[src/rtl/axil_split2_if.sv]
// axil_split2_if -- AXI4-Lite bundle used on every port of axil_split2.
//
// Signals (all channels): aw{addr,prot,valid,ready}, w{data,strb,valid,ready},
// b{resp,valid,ready}, ar{addr,prot,valid,ready}, r{data,resp,valid,ready}.
// Modports:
//   master -- drives addresses, write data, valids and bready/rready
//   slave  -- drives awready/wready/arready and the b/r response channels
interface axil_split2_if #(
  parameter int DATA_WIDTH = 128,
  parameter int ADDR_WIDTH = 32
);
  logic [ADDR_WIDTH-1:0]   awaddr;
  logic [2:0]              awprot;
  logic                    awvalid;
  logic                    awready;
  logic [DATA_WIDTH-1:0]   wdata;
  logic [DATA_WIDTH/8-1:0] wstrb;
  logic                    wvalid;
  logic                    wready;
  logic [1:0]              bresp;
  logic                    bvalid;
  logic                    bready;
  logic [ADDR_WIDTH-1:0]   araddr;
  logic [2:0]              arprot;
  logic                    arvalid;
  logic                    arready;
  logic [DATA_WIDTH-1:0]   rdata;
  logic [1:0]              rresp;
  logic                    rvalid;
  logic                    rready;

  modport master (
    output awaddr, awprot, awvalid, input awready,
    output wdata, wstrb, wvalid, input wready,
    input bresp, bvalid, output bready,
    output araddr, arprot, arvalid, input arready,
    input rdata, rresp, rvalid, output rready
  );

  modport slave (
    input awaddr, awprot, awvalid, output awready,
    input wdata, wstrb, wvalid, output wready,
    output bresp, bvalid, input bready,
    input araddr, arprot, arvalid, output arready,
    output rdata, rresp, rvalid, input rready
  );
endinterface

[src/rtl/axil_split2.sv]
// axil_split2 -- 1-to-2 AXI4-Lite address splitter (CPU -> RAM / peripherals).
//
// Ports:
//   clk     -- single clock, rising edge
//   rst     -- synchronous active-high reset
//   s_axil  -- upstream slave port (from the CPU core)
//   m0_axil -- downstream master port to the RAM region (M0_BASE/M0_MASK)
//   m1_axil -- downstream master port to the peripheral region (M1_BASE/M1_MASK)
//
// Independent write and read FSMs, each with one transaction in flight.
// M0 wins when an address hits both regions.
//
// Optional feature macro: AXIL_SPLIT_DECERR_EN
//   defined   -- unmapped addresses get a DECERR (2'b11) response, no master access
//   undefined -- unmapped addresses are routed to M0
module axil_split2 #(
  parameter int                    DATA_WIDTH = 128,
  parameter int                    ADDR_WIDTH = 32,
  parameter logic [ADDR_WIDTH-1:0] M0_BASE    = 32'h0000_0000,
  parameter logic [ADDR_WIDTH-1:0] M0_MASK    = 32'hFFFC_0000,
  parameter logic [ADDR_WIDTH-1:0] M1_BASE    = 32'h4000_0000,
  parameter logic [ADDR_WIDTH-1:0] M1_MASK    = 32'hF000_0000
) (
  input  logic           clk,
  input  logic           rst,
  axil_split2_if.slave   s_axil,
  axil_split2_if.master  m0_axil,
  axil_split2_if.master  m1_axil
);
  localparam int STRB_W = DATA_WIDTH / 8;

  typedef enum logic [1:0] {W_IDLE, W_FWD, W_RESP, W_ERR} w_state_t;
  typedef enum logic [1:0] {R_IDLE, R_ADDR, R_DATA, R_ERR} r_state_t;

  function automatic logic hit(input logic [ADDR_WIDTH-1:0] a,
                               input logic [ADDR_WIDTH-1:0] base,
                               input logic [ADDR_WIDTH-1:0] mask);
    return (a & mask) == (base & mask);
  endfunction

  // Returns {unmapped, select_m1}.
  function automatic logic [1:0] decode(input logic [ADDR_WIDTH-1:0] a);
    logic h0;
    logic h1;
    h0 = hit(a, M0_BASE, M0_MASK);
    h1 = hit(a, M1_BASE, M1_MASK);
`ifdef AXIL_SPLIT_DECERR_EN
    return {~h0 & ~h1, ~h0 & h1};
`else
    return {1'b0, ~h0 & h1};
`endif
  endfunction

  // Every output is forced to zero while rst is high, including the
  // cycle before the first reset edge has cleared the registers.
  logic run;
  assign run = ~rst;

  // ---------------------------------------------------------------- write path
  w_state_t              w_state, w_next;
  logic [1:0]            w_dec;
  logic                  w_acc, m_aw_vld, m_w_vld, m_b_rdy;
  logic                  w_sel, aw_pend, w_pend, b_vld;
  logic [1:0]            b_resp;
  logic [ADDR_WIDTH-1:0] aw_addr;
  logic [2:0]            aw_prot;
  logic [DATA_WIDTH-1:0] w_data;
  logic [STRB_W-1:0]     w_strb;
  logic                  sel_awready, sel_wready, sel_bvalid;
  logic [1:0]            sel_bresp;

  assign w_dec       = decode(s_axil.awaddr);
  assign sel_awready = w_sel ? m1_axil.awready : m0_axil.awready;
  assign sel_wready  = w_sel ? m1_axil.wready  : m0_axil.wready;
  assign sel_bvalid  = w_sel ? m1_axil.bvalid  : m0_axil.bvalid;
  assign sel_bresp   = w_sel ? m1_axil.bresp   : m0_axil.bresp;

  always_ff @(posedge clk) begin
    if (rst) w_state <= W_IDLE;
    else     w_state <= w_next;
  end

  always_comb begin
    w_next   = w_state;
    w_acc    = 1'b0;
    m_aw_vld = 1'b0;
    m_w_vld  = 1'b0;
    m_b_rdy  = 1'b0;
    case (w_state)
      W_IDLE: begin
        // Address and data are taken together so the forwarded pair is complete.
        if (s_axil.awvalid && s_axil.wvalid) begin
          w_acc  = 1'b1;
          w_next = w_dec[1] ? W_ERR : W_FWD;
        end
      end
      W_FWD: begin
        m_aw_vld = aw_pend;
        m_w_vld  = w_pend;
        if ((!aw_pend || sel_awready) && (!w_pend || sel_wready)) w_next = W_RESP;
      end
      W_RESP: begin
        // Stop accepting from the master once a response is parked upstream.
        m_b_rdy = ~b_vld;
        if (b_vld && s_axil.bready) w_next = W_IDLE;
      end
      W_ERR: begin
        if (b_vld && s_axil.bready) w_next = W_IDLE;
      end
      default: w_next = W_IDLE;
    endcase
  end

  always_ff @(posedge clk) begin
    if (rst) begin
      w_sel   <= 1'b0;
      aw_pend <= 1'b0;
      w_pend  <= 1'b0;
      b_vld   <= 1'b0;
      b_resp  <= 2'b00;
      aw_addr <= '0;
      aw_prot <= '0;
      w_data  <= '0;
      w_strb  <= '0;
    end else begin
      if (w_acc) begin
        aw_addr <= s_axil.awaddr;
        aw_prot <= s_axil.awprot;
        w_data  <= s_axil.wdata;
        w_strb  <= s_axil.wstrb;
        w_sel   <= w_dec[0];
        aw_pend <= ~w_dec[1];
        w_pend  <= ~w_dec[1];
        if (w_dec[1]) begin
          b_vld  <= 1'b1;
          b_resp <= 2'b11;
        end
      end
      if (m_aw_vld && sel_awready) aw_pend <= 1'b0;
      if (m_w_vld && sel_wready)   w_pend  <= 1'b0;
      if (m_b_rdy && sel_bvalid) begin
        b_vld  <= 1'b1;
        b_resp <= sel_bresp;
      end
      if (b_vld && s_axil.bready) b_vld <= 1'b0;
    end
  end

  assign s_axil.awready  = run & w_acc;
  assign s_axil.wready   = run & w_acc;
  assign s_axil.bvalid   = run & b_vld;
  assign s_axil.bresp    = run ? b_resp : 2'b00;

  assign m0_axil.awvalid = run & m_aw_vld & ~w_sel;
  assign m1_axil.awvalid = run & m_aw_vld &  w_sel;
  assign m0_axil.wvalid  = run & m_w_vld  & ~w_sel;
  assign m1_axil.wvalid  = run & m_w_vld  &  w_sel;
  assign m0_axil.bready  = run & m_b_rdy  & ~w_sel;
  assign m1_axil.bready  = run & m_b_rdy  &  w_sel;
  assign m0_axil.awaddr  = run ? aw_addr : '0;
  assign m1_axil.awaddr  = run ? aw_addr : '0;
  assign m0_axil.awprot  = run ? aw_prot : '0;
  assign m1_axil.awprot  = run ? aw_prot : '0;
  assign m0_axil.wdata   = run ? w_data  : '0;
  assign m1_axil.wdata   = run ? w_data  : '0;
  assign m0_axil.wstrb   = run ? w_strb  : '0;
  assign m1_axil.wstrb   = run ? w_strb  : '0;

  // ----------------------------------------------------------------- read path
  r_state_t              r_state, r_next;
  logic [1:0]            r_dec;
  logic                  r_acc, m_ar_vld, m_r_rdy;
  logic                  r_sel, r_vld;
  logic [1:0]            r_resp;
  logic [ADDR_WIDTH-1:0] ar_addr;
  logic [2:0]            ar_prot;
  logic [DATA_WIDTH-1:0] r_data;
  logic                  sel_arready, sel_rvalid;
  logic [1:0]            sel_rresp;
  logic [DATA_WIDTH-1:0] sel_rdata;

  assign r_dec       = decode(s_axil.araddr);
  assign sel_arready = r_sel ? m1_axil.arready : m0_axil.arready;
  assign sel_rvalid  = r_sel ? m1_axil.rvalid  : m0_axil.rvalid;
  assign sel_rresp   = r_sel ? m1_axil.rresp   : m0_axil.rresp;
  assign sel_rdata   = r_sel ? m1_axil.rdata   : m0_axil.rdata;

  always_ff @(posedge clk) begin
    if (rst) r_state <= R_IDLE;
    else     r_state <= r_next;
  end

  always_comb begin
    r_next   = r_state;
    r_acc    = 1'b0;
    m_ar_vld = 1'b0;
    m_r_rdy  = 1'b0;
    case (r_state)
      R_IDLE: begin
        if (s_axil.arvalid) begin
          r_acc  = 1'b1;
          r_next = r_dec[1] ? R_ERR : R_ADDR;
        end
      end
      R_ADDR: begin
        m_ar_vld = 1'b1;
        if (sel_arready) r_next = R_DATA;
      end
      R_DATA: begin
        m_r_rdy = ~r_vld;
        if (r_vld && s_axil.rready) r_next = R_IDLE;
      end
      R_ERR: begin
        if (r_vld && s_axil.rready) r_next = R_IDLE;
      end
      default: r_next = R_IDLE;
    endcase
  end

  always_ff @(posedge clk) begin
    if (rst) begin
      r_sel   <= 1'b0;
      r_vld   <= 1'b0;
      r_resp  <= 2'b00;
      r_data  <= '0;
      ar_addr <= '0;
      ar_prot <= '0;
    end else begin
      if (r_acc) begin
        ar_addr <= s_axil.araddr;
        ar_prot <= s_axil.arprot;
        r_sel   <= r_dec[0];
        if (r_dec[1]) begin
          r_vld  <= 1'b1;
          r_resp <= 2'b11;
          r_data <= '0;
        end
      end
      if (m_r_rdy && sel_rvalid) begin
        r_vld  <= 1'b1;
        r_resp <= sel_rresp;
        r_data <= sel_rdata;
      end
      if (r_vld && s_axil.rready) r_vld <= 1'b0;
    end
  end

  assign s_axil.arready  = run & r_acc;
  assign s_axil.rvalid   = run & r_vld;
  assign s_axil.rresp    = run ? r_resp : 2'b00;
  assign s_axil.rdata    = run ? r_data : '0;

  assign m0_axil.arvalid = run & m_ar_vld & ~r_sel;
  assign m1_axil.arvalid = run & m_ar_vld &  r_sel;
  assign m0_axil.rready  = run & m_r_rdy  & ~r_sel;
  assign m1_axil.rready  = run & m_r_rdy  &  r_sel;
  assign m0_axil.araddr  = run ? ar_addr : '0;
  assign m1_axil.araddr  = run ? ar_addr : '0;
  assign m0_axil.arprot  = run ? ar_prot : '0;
  assign m1_axil.arprot  = run ? ar_prot : '0;
endmodule

[src/flat_wrapper.sv]
// flat-port wrapper written by rule: the top's interface ports become plain ports
module axil_split2_flat 
#(
  parameter int                    DATA_WIDTH = 128,
  parameter int                    ADDR_WIDTH = 32,
  parameter logic [ADDR_WIDTH-1:0] M0_BASE    = 32'h0000_0000,
  parameter logic [ADDR_WIDTH-1:0] M0_MASK    = 32'hFFFC_0000,
  parameter logic [ADDR_WIDTH-1:0] M1_BASE    = 32'h4000_0000,
  parameter logic [ADDR_WIDTH-1:0] M1_MASK    = 32'hF000_0000
)
  (clk, rst, s_axil_awaddr, s_axil_awprot, s_axil_awvalid, s_axil_awready, s_axil_wdata, s_axil_wstrb, s_axil_wvalid, s_axil_wready, s_axil_bresp, s_axil_bvalid, s_axil_bready, s_axil_araddr, s_axil_arprot, s_axil_arvalid, s_axil_arready, s_axil_rdata, s_axil_rresp, s_axil_rvalid, s_axil_rready, m0_axil_awaddr, m0_axil_awprot, m0_axil_awvalid, m0_axil_awready, m0_axil_wdata, m0_axil_wstrb, m0_axil_wvalid, m0_axil_wready, m0_axil_bresp, m0_axil_bvalid, m0_axil_bready, m0_axil_araddr, m0_axil_arprot, m0_axil_arvalid, m0_axil_arready, m0_axil_rdata, m0_axil_rresp, m0_axil_rvalid, m0_axil_rready, m1_axil_awaddr, m1_axil_awprot, m1_axil_awvalid, m1_axil_awready, m1_axil_wdata, m1_axil_wstrb, m1_axil_wvalid, m1_axil_wready, m1_axil_bresp, m1_axil_bvalid, m1_axil_bready, m1_axil_araddr, m1_axil_arprot, m1_axil_arvalid, m1_axil_arready, m1_axil_rdata, m1_axil_rresp, m1_axil_rvalid, m1_axil_rready);
  axil_split2_if #(.DATA_WIDTH(DATA_WIDTH), .ADDR_WIDTH(ADDR_WIDTH)) s_axil_i ();
  axil_split2_if #(.DATA_WIDTH(DATA_WIDTH), .ADDR_WIDTH(ADDR_WIDTH)) m0_axil_i ();
  axil_split2_if #(.DATA_WIDTH(DATA_WIDTH), .ADDR_WIDTH(ADDR_WIDTH)) m1_axil_i ();
  input  logic clk;
  input  logic rst;
  input wire logic [$bits(s_axil_i.awaddr)-1:0] s_axil_awaddr;
  input wire logic [$bits(s_axil_i.awprot)-1:0] s_axil_awprot;
  input wire logic [$bits(s_axil_i.awvalid)-1:0] s_axil_awvalid;
  output wire logic [$bits(s_axil_i.awready)-1:0] s_axil_awready;
  input wire logic [$bits(s_axil_i.wdata)-1:0] s_axil_wdata;
  input wire logic [$bits(s_axil_i.wstrb)-1:0] s_axil_wstrb;
  input wire logic [$bits(s_axil_i.wvalid)-1:0] s_axil_wvalid;
  output wire logic [$bits(s_axil_i.wready)-1:0] s_axil_wready;
  output wire logic [$bits(s_axil_i.bresp)-1:0] s_axil_bresp;
  output wire logic [$bits(s_axil_i.bvalid)-1:0] s_axil_bvalid;
  input wire logic [$bits(s_axil_i.bready)-1:0] s_axil_bready;
  input wire logic [$bits(s_axil_i.araddr)-1:0] s_axil_araddr;
  input wire logic [$bits(s_axil_i.arprot)-1:0] s_axil_arprot;
  input wire logic [$bits(s_axil_i.arvalid)-1:0] s_axil_arvalid;
  output wire logic [$bits(s_axil_i.arready)-1:0] s_axil_arready;
  output wire logic [$bits(s_axil_i.rdata)-1:0] s_axil_rdata;
  output wire logic [$bits(s_axil_i.rresp)-1:0] s_axil_rresp;
  output wire logic [$bits(s_axil_i.rvalid)-1:0] s_axil_rvalid;
  input wire logic [$bits(s_axil_i.rready)-1:0] s_axil_rready;
  output wire logic [$bits(m0_axil_i.awaddr)-1:0] m0_axil_awaddr;
  output wire logic [$bits(m0_axil_i.awprot)-1:0] m0_axil_awprot;
  output wire logic [$bits(m0_axil_i.awvalid)-1:0] m0_axil_awvalid;
  input wire logic [$bits(m0_axil_i.awready)-1:0] m0_axil_awready;
  output wire logic [$bits(m0_axil_i.wdata)-1:0] m0_axil_wdata;
  output wire logic [$bits(m0_axil_i.wstrb)-1:0] m0_axil_wstrb;
  output wire logic [$bits(m0_axil_i.wvalid)-1:0] m0_axil_wvalid;
  input wire logic [$bits(m0_axil_i.wready)-1:0] m0_axil_wready;
  input wire logic [$bits(m0_axil_i.bresp)-1:0] m0_axil_bresp;
  input wire logic [$bits(m0_axil_i.bvalid)-1:0] m0_axil_bvalid;
  output wire logic [$bits(m0_axil_i.bready)-1:0] m0_axil_bready;
  output wire logic [$bits(m0_axil_i.araddr)-1:0] m0_axil_araddr;
  output wire logic [$bits(m0_axil_i.arprot)-1:0] m0_axil_arprot;
  output wire logic [$bits(m0_axil_i.arvalid)-1:0] m0_axil_arvalid;
  input wire logic [$bits(m0_axil_i.arready)-1:0] m0_axil_arready;
  input wire logic [$bits(m0_axil_i.rdata)-1:0] m0_axil_rdata;
  input wire logic [$bits(m0_axil_i.rresp)-1:0] m0_axil_rresp;
  input wire logic [$bits(m0_axil_i.rvalid)-1:0] m0_axil_rvalid;
  output wire logic [$bits(m0_axil_i.rready)-1:0] m0_axil_rready;
  output wire logic [$bits(m1_axil_i.awaddr)-1:0] m1_axil_awaddr;
  output wire logic [$bits(m1_axil_i.awprot)-1:0] m1_axil_awprot;
  output wire logic [$bits(m1_axil_i.awvalid)-1:0] m1_axil_awvalid;
  input wire logic [$bits(m1_axil_i.awready)-1:0] m1_axil_awready;
  output wire logic [$bits(m1_axil_i.wdata)-1:0] m1_axil_wdata;
  output wire logic [$bits(m1_axil_i.wstrb)-1:0] m1_axil_wstrb;
  output wire logic [$bits(m1_axil_i.wvalid)-1:0] m1_axil_wvalid;
  input wire logic [$bits(m1_axil_i.wready)-1:0] m1_axil_wready;
  input wire logic [$bits(m1_axil_i.bresp)-1:0] m1_axil_bresp;
  input wire logic [$bits(m1_axil_i.bvalid)-1:0] m1_axil_bvalid;
  output wire logic [$bits(m1_axil_i.bready)-1:0] m1_axil_bready;
  output wire logic [$bits(m1_axil_i.araddr)-1:0] m1_axil_araddr;
  output wire logic [$bits(m1_axil_i.arprot)-1:0] m1_axil_arprot;
  output wire logic [$bits(m1_axil_i.arvalid)-1:0] m1_axil_arvalid;
  input wire logic [$bits(m1_axil_i.arready)-1:0] m1_axil_arready;
  input wire logic [$bits(m1_axil_i.rdata)-1:0] m1_axil_rdata;
  input wire logic [$bits(m1_axil_i.rresp)-1:0] m1_axil_rresp;
  input wire logic [$bits(m1_axil_i.rvalid)-1:0] m1_axil_rvalid;
  output wire logic [$bits(m1_axil_i.rready)-1:0] m1_axil_rready;
  assign s_axil_i.awaddr = s_axil_awaddr;
  assign s_axil_i.awprot = s_axil_awprot;
  assign s_axil_i.awvalid = s_axil_awvalid;
  assign s_axil_awready = s_axil_i.awready;
  assign s_axil_i.wdata = s_axil_wdata;
  assign s_axil_i.wstrb = s_axil_wstrb;
  assign s_axil_i.wvalid = s_axil_wvalid;
  assign s_axil_wready = s_axil_i.wready;
  assign s_axil_bresp = s_axil_i.bresp;
  assign s_axil_bvalid = s_axil_i.bvalid;
  assign s_axil_i.bready = s_axil_bready;
  assign s_axil_i.araddr = s_axil_araddr;
  assign s_axil_i.arprot = s_axil_arprot;
  assign s_axil_i.arvalid = s_axil_arvalid;
  assign s_axil_arready = s_axil_i.arready;
  assign s_axil_rdata = s_axil_i.rdata;
  assign s_axil_rresp = s_axil_i.rresp;
  assign s_axil_rvalid = s_axil_i.rvalid;
  assign s_axil_i.rready = s_axil_rready;
  assign m0_axil_awaddr = m0_axil_i.awaddr;
  assign m0_axil_awprot = m0_axil_i.awprot;
  assign m0_axil_awvalid = m0_axil_i.awvalid;
  assign m0_axil_i.awready = m0_axil_awready;
  assign m0_axil_wdata = m0_axil_i.wdata;
  assign m0_axil_wstrb = m0_axil_i.wstrb;
  assign m0_axil_wvalid = m0_axil_i.wvalid;
  assign m0_axil_i.wready = m0_axil_wready;
  assign m0_axil_i.bresp = m0_axil_bresp;
  assign m0_axil_i.bvalid = m0_axil_bvalid;
  assign m0_axil_bready = m0_axil_i.bready;
  assign m0_axil_araddr = m0_axil_i.araddr;
  assign m0_axil_arprot = m0_axil_i.arprot;
  assign m0_axil_arvalid = m0_axil_i.arvalid;
  assign m0_axil_i.arready = m0_axil_arready;
  assign m0_axil_i.rdata = m0_axil_rdata;
  assign m0_axil_i.rresp = m0_axil_rresp;
  assign m0_axil_i.rvalid = m0_axil_rvalid;
  assign m0_axil_rready = m0_axil_i.rready;
  assign m1_axil_awaddr = m1_axil_i.awaddr;
  assign m1_axil_awprot = m1_axil_i.awprot;
  assign m1_axil_awvalid = m1_axil_i.awvalid;
  assign m1_axil_i.awready = m1_axil_awready;
  assign m1_axil_wdata = m1_axil_i.wdata;
  assign m1_axil_wstrb = m1_axil_i.wstrb;
  assign m1_axil_wvalid = m1_axil_i.wvalid;
  assign m1_axil_i.wready = m1_axil_wready;
  assign m1_axil_i.bresp = m1_axil_bresp;
  assign m1_axil_i.bvalid = m1_axil_bvalid;
  assign m1_axil_bready = m1_axil_i.bready;
  assign m1_axil_araddr = m1_axil_i.araddr;
  assign m1_axil_arprot = m1_axil_i.arprot;
  assign m1_axil_arvalid = m1_axil_i.arvalid;
  assign m1_axil_i.arready = m1_axil_arready;
  assign m1_axil_i.rdata = m1_axil_rdata;
  assign m1_axil_i.rresp = m1_axil_rresp;
  assign m1_axil_i.rvalid = m1_axil_rvalid;
  assign m1_axil_rready = m1_axil_i.rready;
  axil_split2 #(.DATA_WIDTH(DATA_WIDTH), .ADDR_WIDTH(ADDR_WIDTH), .M0_BASE(M0_BASE), .M0_MASK(M0_MASK), .M1_BASE(M1_BASE), .M1_MASK(M1_MASK)) u_core (.clk(clk), .rst(rst), .s_axil(s_axil_i), .m0_axil(m0_axil_i), .m1_axil(m1_axil_i));
endmodule
[config.mk]
export PLATFORM = sky130hd
export DESIGN_NAME = axil_split2_flat
export DESIGN_NICKNAME = d
export VERILOG_FILES = /design/src/rtl/axil_split2_if.sv /design/src/rtl/axil_split2.sv /design/src/flat_wrapper.sv
export SDC_FILE = /design/constraint.sdc
export NUM_CORES = 1
export LEC_CHECK = 0
export ABC_AREA = 1
export CAP_MARGIN = 20
export CORE_AREA = 10 10 403 405
export CTS_BUF_LIST = sky130_fd_sc_hd__clkbuf_2 sky130_fd_sc_hd__clkbuf_4 sky130_fd_sc_hd__clkbuf_8
export DETAILED_ROUTE_END_ITERATION = 8
export DIE_AREA = 0 0 413 415
export GPL_TIMING_DRIVEN = 0
export SYNTH_ARGS = -nofsm -noshare
export SYNTH_HDL_FRONTEND = slang
export SYNTH_SLANG_ARGS = --single-unit
[constraint.sdc]
create_clock -name clk -period 3.9 [get_ports clk]
set_input_delay 0.39 -clock clk [delete_from_list [all_inputs] [get_ports clk]]
set_output_delay 0.39 -clock clk [all_outputs]
set_load 0.02 [all_outputs]
==> results of run 1 <==
## routing by layer
metal,vias to the layer above,wire length (um),GRT usage (%)
li1,10100,-,-
met5,-,99,0
met4,14,6110,7.22
met3,198,12800,5.00
met1,10400,58600,19.0
met2,1005,81200,31.4
## worst min-delay path, stage by stage
cell and delay, ns:
clkdlybuf4s50_1 0.45, o22ai_1 0.09, inv_2 0.04
## layout by cell type, fill, tap and decap left out, types with 2 or more instances in the layout
master / instances
a21oi_1: 141
nand3_1: 5
dlygate4sd2_1: 2
nor3_1: 6
nand2_1: 434
nor2_1: 362
bufinv_16: 3
buf_4: 237
clkbuf_1: 49
diode_2: 30
clkbuf_8: 83
clkinv_8: 2
clkinv_2: 10
buf_1: 2
inv_1: 539
inv_2: 40
dfxtp_1: 356
buf_2: 85
inv_12: 2
o21ai_0: 122
clkinvlp_4: 3
clkbuf_4: 26
nor2_2: 2
o22ai_1: 214
clkdlybuf4s50_1: 1067
o21ai_1: 13
## power groups by stage
stage	Clock (mW)	Combinational (mW)	Sequential, mW
after floorplan	0	1.44	4.12
after global placement	0	3.31	4.13
after detailed placement	0	3.33	4.14
after CTS	4.56	3.35	4.06
after global routing	4.69	3.52	4.09
final	4.39	3.30	4.07
## final timing paths
path,slack [ns],to,from
setup reg to reg,1.59,u_core.r_data[3]$_SDFFE_PP0P_,u_core.r_sel$_SDFFE_PP0P_
hold reg to reg,0.45,u_core.r_data[2]$_SDFFE_PP0P_,u_core.r_data[2]$_SDFFE_PP0P_
setup / recovery,0.22,s_axil_rdata[1],rst
hold / removal,0.23,u_core.w_data[124]$_SDFFE_PP0P_,s_axil_wdata[124]
## area by class of cell
type | instances | area, um^2
antenna | 30 | 75.1
buffer | 374 | 2400
clock buffer | 109 | 1340
clock inverter | 21 | 239
fill | 17400 | 121000
inverter | 580 | 2180
multi-input combinational | 1304 | 5820
sequential | 356 | 7130
tap | 2044 | 2560
timing repair buffer | 1071 | 10700
## metrics by stage
stage / power [mW] / setup TNS [ns] / cells / instance area, um^2
after floorplan: 5.56 / 0 / 2614 / 17500
after global placement: 7.44 / -14.66 / 5727 / 30800
after detailed placement: 7.47 / -16.01 / 5728 / 30800
final: 11.8 / 0 / 5889 / 32500
after global routing: 12.3 / 0 / 5877 / 32400
after CTS: 12.0 / -0.0810 / 5859 / 32400
## kinds of logic (layout without fill, tap and decap cells)
logic type | Yosys count | in the layout | synth area share (%)
other cells | 0 | 30 | 0
compound gates | 490 | 490 | 15.5
buf+inv | 954 | 2155 | 26.2
flops | 356 | 356 | 40.7
simple gates | 814 | 814 | 17.6
## timing repair
| item | 4_1_cts | 5_1_grt |
|---|---|---|
| setup endpoints to repair | 136 | 0 |
| gates resized for setup | 5 | 0 |
| setup buffers | 1 | 0 |
## flip-flops by register name, summed over array words and instances, names as in the netlist
| register | cells |
|---|---|
| u_core.ar_addr | 32 |
| u_core.r_resp | 2 |
| u_core.aw_addr | 32 |
| u_core.b_resp | 2 |
| u_core.r_vld | 1 |
| u_core.b_vld | 1 |
| u_core.w_state | 2 |
| u_core.w_pend | 1 |
| u_core.r_sel | 1 |
| u_core.r_state | 2 |
| u_core.aw_pend | 1 |
| u_core.aw_prot | 3 |
| u_core.w_strb | 16 |
| u_core.ar_prot | 3 |
| u_core.w_sel | 1 |
| u_core.w_data | 128 |
| u_core.r_data | 128 |
==> metrics.cfg, run 1 <==
[critical_path]
path_common_cell = buf_2
cp_max_fo = 10
cp-end-kind = output port
path_buf_inv = 6
worst-path-stages = 7
path_cells = dlygate4sd2_1 > buf_2 > buf_4 > buf_2 > buf_2 > nor2_1 > clkdlybuf4s50_1
worst_ep_required_time_ns = 3.51
startpoint_type = primary input
cpPeakStageDelay_ns = 0.76
path_class = primary input to output port
critical_path.top_delay_family = buffers and inverters
r2r_cells = 7
cpMaxStageDelayCell = clkdlybuf4s50_1
cp_data_arrival_time_ns = 3.29

[cts]
path_clk_slew_ns = 0.07
cts.sinks = 356
hold_buffers = 0
cts_htree_levels = 3
clock_latency_ns = 0.75
cts_made_buffers = 74
cts_tree = done
cts-root-buf = clkbuf_8
clockBufferDepth = 3

[timing]
final-setup-viol-count = 0
hold_viol_final = 0
worstMarginPinSlew_ns = 1.13
setup_slack_ns = 0.216
drv_slew = 0
rsz0062_at_grt = no
slew_headroom_pct = 24.2
hold_slack_ns = 0.231
period_share_pct = 94.5
min_period_ns = 3.68
fin_skew_ns = 0.0572
fmax_ghz = 0.271

[global_route]
grt.overflow.total = 0
grt_pass1_wl_mm = 199
grt_pass1_vias = 20400
grt_max_degree = 13
grtUsageTotal_pct = 17.5
antenna_found_initial = 65

[routing]
drc_errors = 0
finalWirelength_mm = 159
vias = 21700
firstDrtPassIters = 5
ant_nets = 0
route.detailed.wl_per_inst_um = 27.0
vias_per_cell = 3.68
drtIter0Drc = 1593

[layout]
nets = 4256
postLayoutCoreUtil_pct = 21.1
final_layout_size_suffix_gt1_share_pct = 13.2
syn_to_final_growth_pct = 85.3

[run]
maxCapViolCount = 0

[synth]
yosysWarnings = 0
yosys_register_bits = 356
netlist_area_mm2 = 0.0175
synth_ff_type = dfxtp_1
synth_top_area_share_pct = 40.7
syn_nets = 3109
avgSynthCellArea_um2 = 6.70
yosysMostFrequentCell = inv_1
synth_edf_count = 0
synth.area.top_cells = dfxtp_1 (41%), inv_1 (12%), buf_4 (10%)
ys_types = 23
synth-seq-area-share_pct = 40.7
async_flop_share_pct = 0
synth_top_cell_by_area = dfxtp_1
synth_common_cells = inv_1 (539), nand2_1 (434), nor2_1 (363)
synth_cells = 2614

[power_and_ir_drop]
p_int_mw = 7.83
p_comb_share_pct = 28.1
vdd_drop_max_uv = 191
p_leak_nw = 14.3
powerDensity_mw_per_mm2 = 362
power.switching_mw = 3.92
power_frac_clock_pct = 37.3
p_sw_share_pct = 33.4
sequentialPowerShare_pct = 34.6

[die]
die_w_um = 413
die_h_um = 415
row_count = 144
dieArea_mm2 = 0.171
start_util_pct = 11.4
core_area_mm2 = 0.154
num_io_pins = 1070

[place]
pre_cts_slack_ns = -0.456
hpwl_mm = 140
gp_congestion = 0.950
port_buffers = 1069

[worst_hold_path]
worst_hold_path_type = primary input to flop
whs_path_depth = 3

[status]
status = finished, final reports clean

No activity file was read; power rests on OpenSTA's default activity.
==> inputs of run 2 (changes only) <==
- CORE_AREA: 10 10 403 405 -> 10 10 404 406
- DIE_AREA: 0 0 413 415 -> 0 0 414 416
- clock period: 3.9 -> 3.3 ns (I/O delays scaled with it)
==> metrics.cfg, run 2 (synthesized netlist as in run 1, its figures left out) <==
[status]
status = finished, final reports clean

[power_and_ir_drop]
power.total_mw = 14.1
vdd_drop_max_uv = 213
powerDensity_mw_per_mm2 = 433
p_leak_nw = 14.4

[global_route]
grtUsageTotal_pct = 16.8
grt_max_degree = 13
grt_pass1_vias = 20600
grt.overflow.total = 0
grt_pass1_wl_mm = 196
antenna_found_initial = 120

[critical_path]
startpoint_type = primary input
r2r_start = u_core.r_sel$_SDFFE_PP0P_
cp-end-kind = output port
worst_ep_required_time_ns = 2.97
cp_data_arrival_time_ns = 2.81
path_class = primary input to output port
cp_max_fo = 10
critPathLaunch = rst

[timing]
final-setup-viol-count = 0
finalSetupTns_ns = 0
fin_skew_ns = 0.0463
rsz0062_at_grt = no
drv_slew = 0
min_period_ns = 3.14
hold_viol_final = 0
slew_headroom_pct = 35.1
fmax_ghz = 0.318
period_share_pct = 95.2
worstMarginPinSlew_ns = 0.970
setup_slack_ns = 0.159

[layout]
top_regs = u_core.r_data x128, u_core.w_data x128
fill_cells = 17600
nets = 4258
final_cell_mix = clkdlybuf4s50_1 (1,057), inv_1 (539), nand2_1 (434)
final_layout_size_suffix_gt1_share_pct = 13.4
final_common_cell = clkdlybuf4s50_1
final_area_mm2 = 0.0327
syn_to_final_growth_pct = 86.4

[cts]
path_clk_slew_ns = 0.06
clock_latency_ns = 0.74
cts_tree = done
clockBufferDepth = 3
cts_htree_levels = 3
cts-root-buf = clkbuf_8
hold_buffers = 0
cts.sinks = 356
cts_made_buffers = 73

[run]
maxCapViolCount = 0

[die]
dieArea_mm2 = 0.172
die_w_um = 414
start_util_pct = 11.3
row_count = 145
core_area_mm2 = 0.155
die_h_um = 416
num_io_pins = 1070

[routing]
firstDrtPassIters = 6
vias = 21600
finalWirelength_mm = 154
route.detailed.wl_per_inst_um = 26.0
vias_per_cell = 3.65
drtIter0Drc = 1579
ant_nets = 0
drc_errors = 0

[place]
port_buffers = 1069
gp_congestion = 0.954
hpwl_mm = 134
placed_area_mm2 = 0.0308
pre_cts_slack_ns = -0.894

[worst_hold_path]
min_from = s_axil_araddr[27]
worst_hold_path_type = primary input to flop

run 2: worst paths after layout:
path	to	depth (start not counted)	slack [ns]
setup / recovery	s_axil_rdata[124]	7	0.16
hold reg to reg	u_core.r_data[111]$_SDFFE_PP0P_	2	0.45
setup reg to reg	u_core.r_data[2]$_SDFFE_PP0P_	8	0.85
hold / removal	u_core.ar_addr[27]$_SDFFE_PP0P_	3	0.21
run 2: final cells by class:
class / count / area [um^2] / area share, %
inverters: 580 / 2180 / 6.67
multi-input cells: 1304 / 5830 / 17.9
well taps: 2058 / 2570 / 7.88
flip-flops and latches: 356 / 7130 / 21.8
repair buffers: 1074 / 10700 / 32.9
clock inverters: 25 / 297 / 0.908
plain buffers: 374 / 2410 / 7.39
clock buffers: 109 / 1430 / 4.36
diodes: 29 / 72.6 / 0.222
run 2: power by group:
part	leakage [nW]	total (mW)	switching [mW]	internal (mW)
Clock	0.894	5.51	2.37	3.13
Combinational	10.6	3.82	2.13	1.69
Sequential	2.92	4.81	0.101	4.70
Total	14.4	14.1	4.60	9.53
run 2: metrics by stage:
step | hold slack [ns] | utilization, % | instances
3_5_place_dp | 0.446 | 19.9 | 5744
3_3_place_gp | 0.441 | 19.8 | 5741
4_1_cts | 0.0649 | 21.0 | 5880
2_1_floorplan | 0.430 | - | 2614
6_report | 0.205 | 21.0 | 5909
5_1_grt | 0.119 | 21.0 | 5895
run 2: repair_timing:
| item | CTS | global route |
|---|---|---|
| endpoints found under the setup margin | 434 | 1 |
| gates resized for setup | 23 | 1 |
| setup buffers | 2 | 0 |
| pin swaps | 2 | 0 |
run 2: worst max-delay path, cell delays in order:
cell and delay, ns:
dlygate4sd2_1 0.41, buf_6 0.27, buf_4 0.27, buf_4 0.34, buf_2 0.36, nor2_1 0.09
clkdlybuf4s50_1 0.69
run 2: layer usage:
layer  global-route usage [%]  up-vias  part of all wire (%)
li1                         -    10100                     -
met1                     17.6    10100                    36
met2                     31.5     1063                    53
met3                     5.48      304                   7.9
met4                     5.54       46                   3.1
met5                        0        -                  0.20
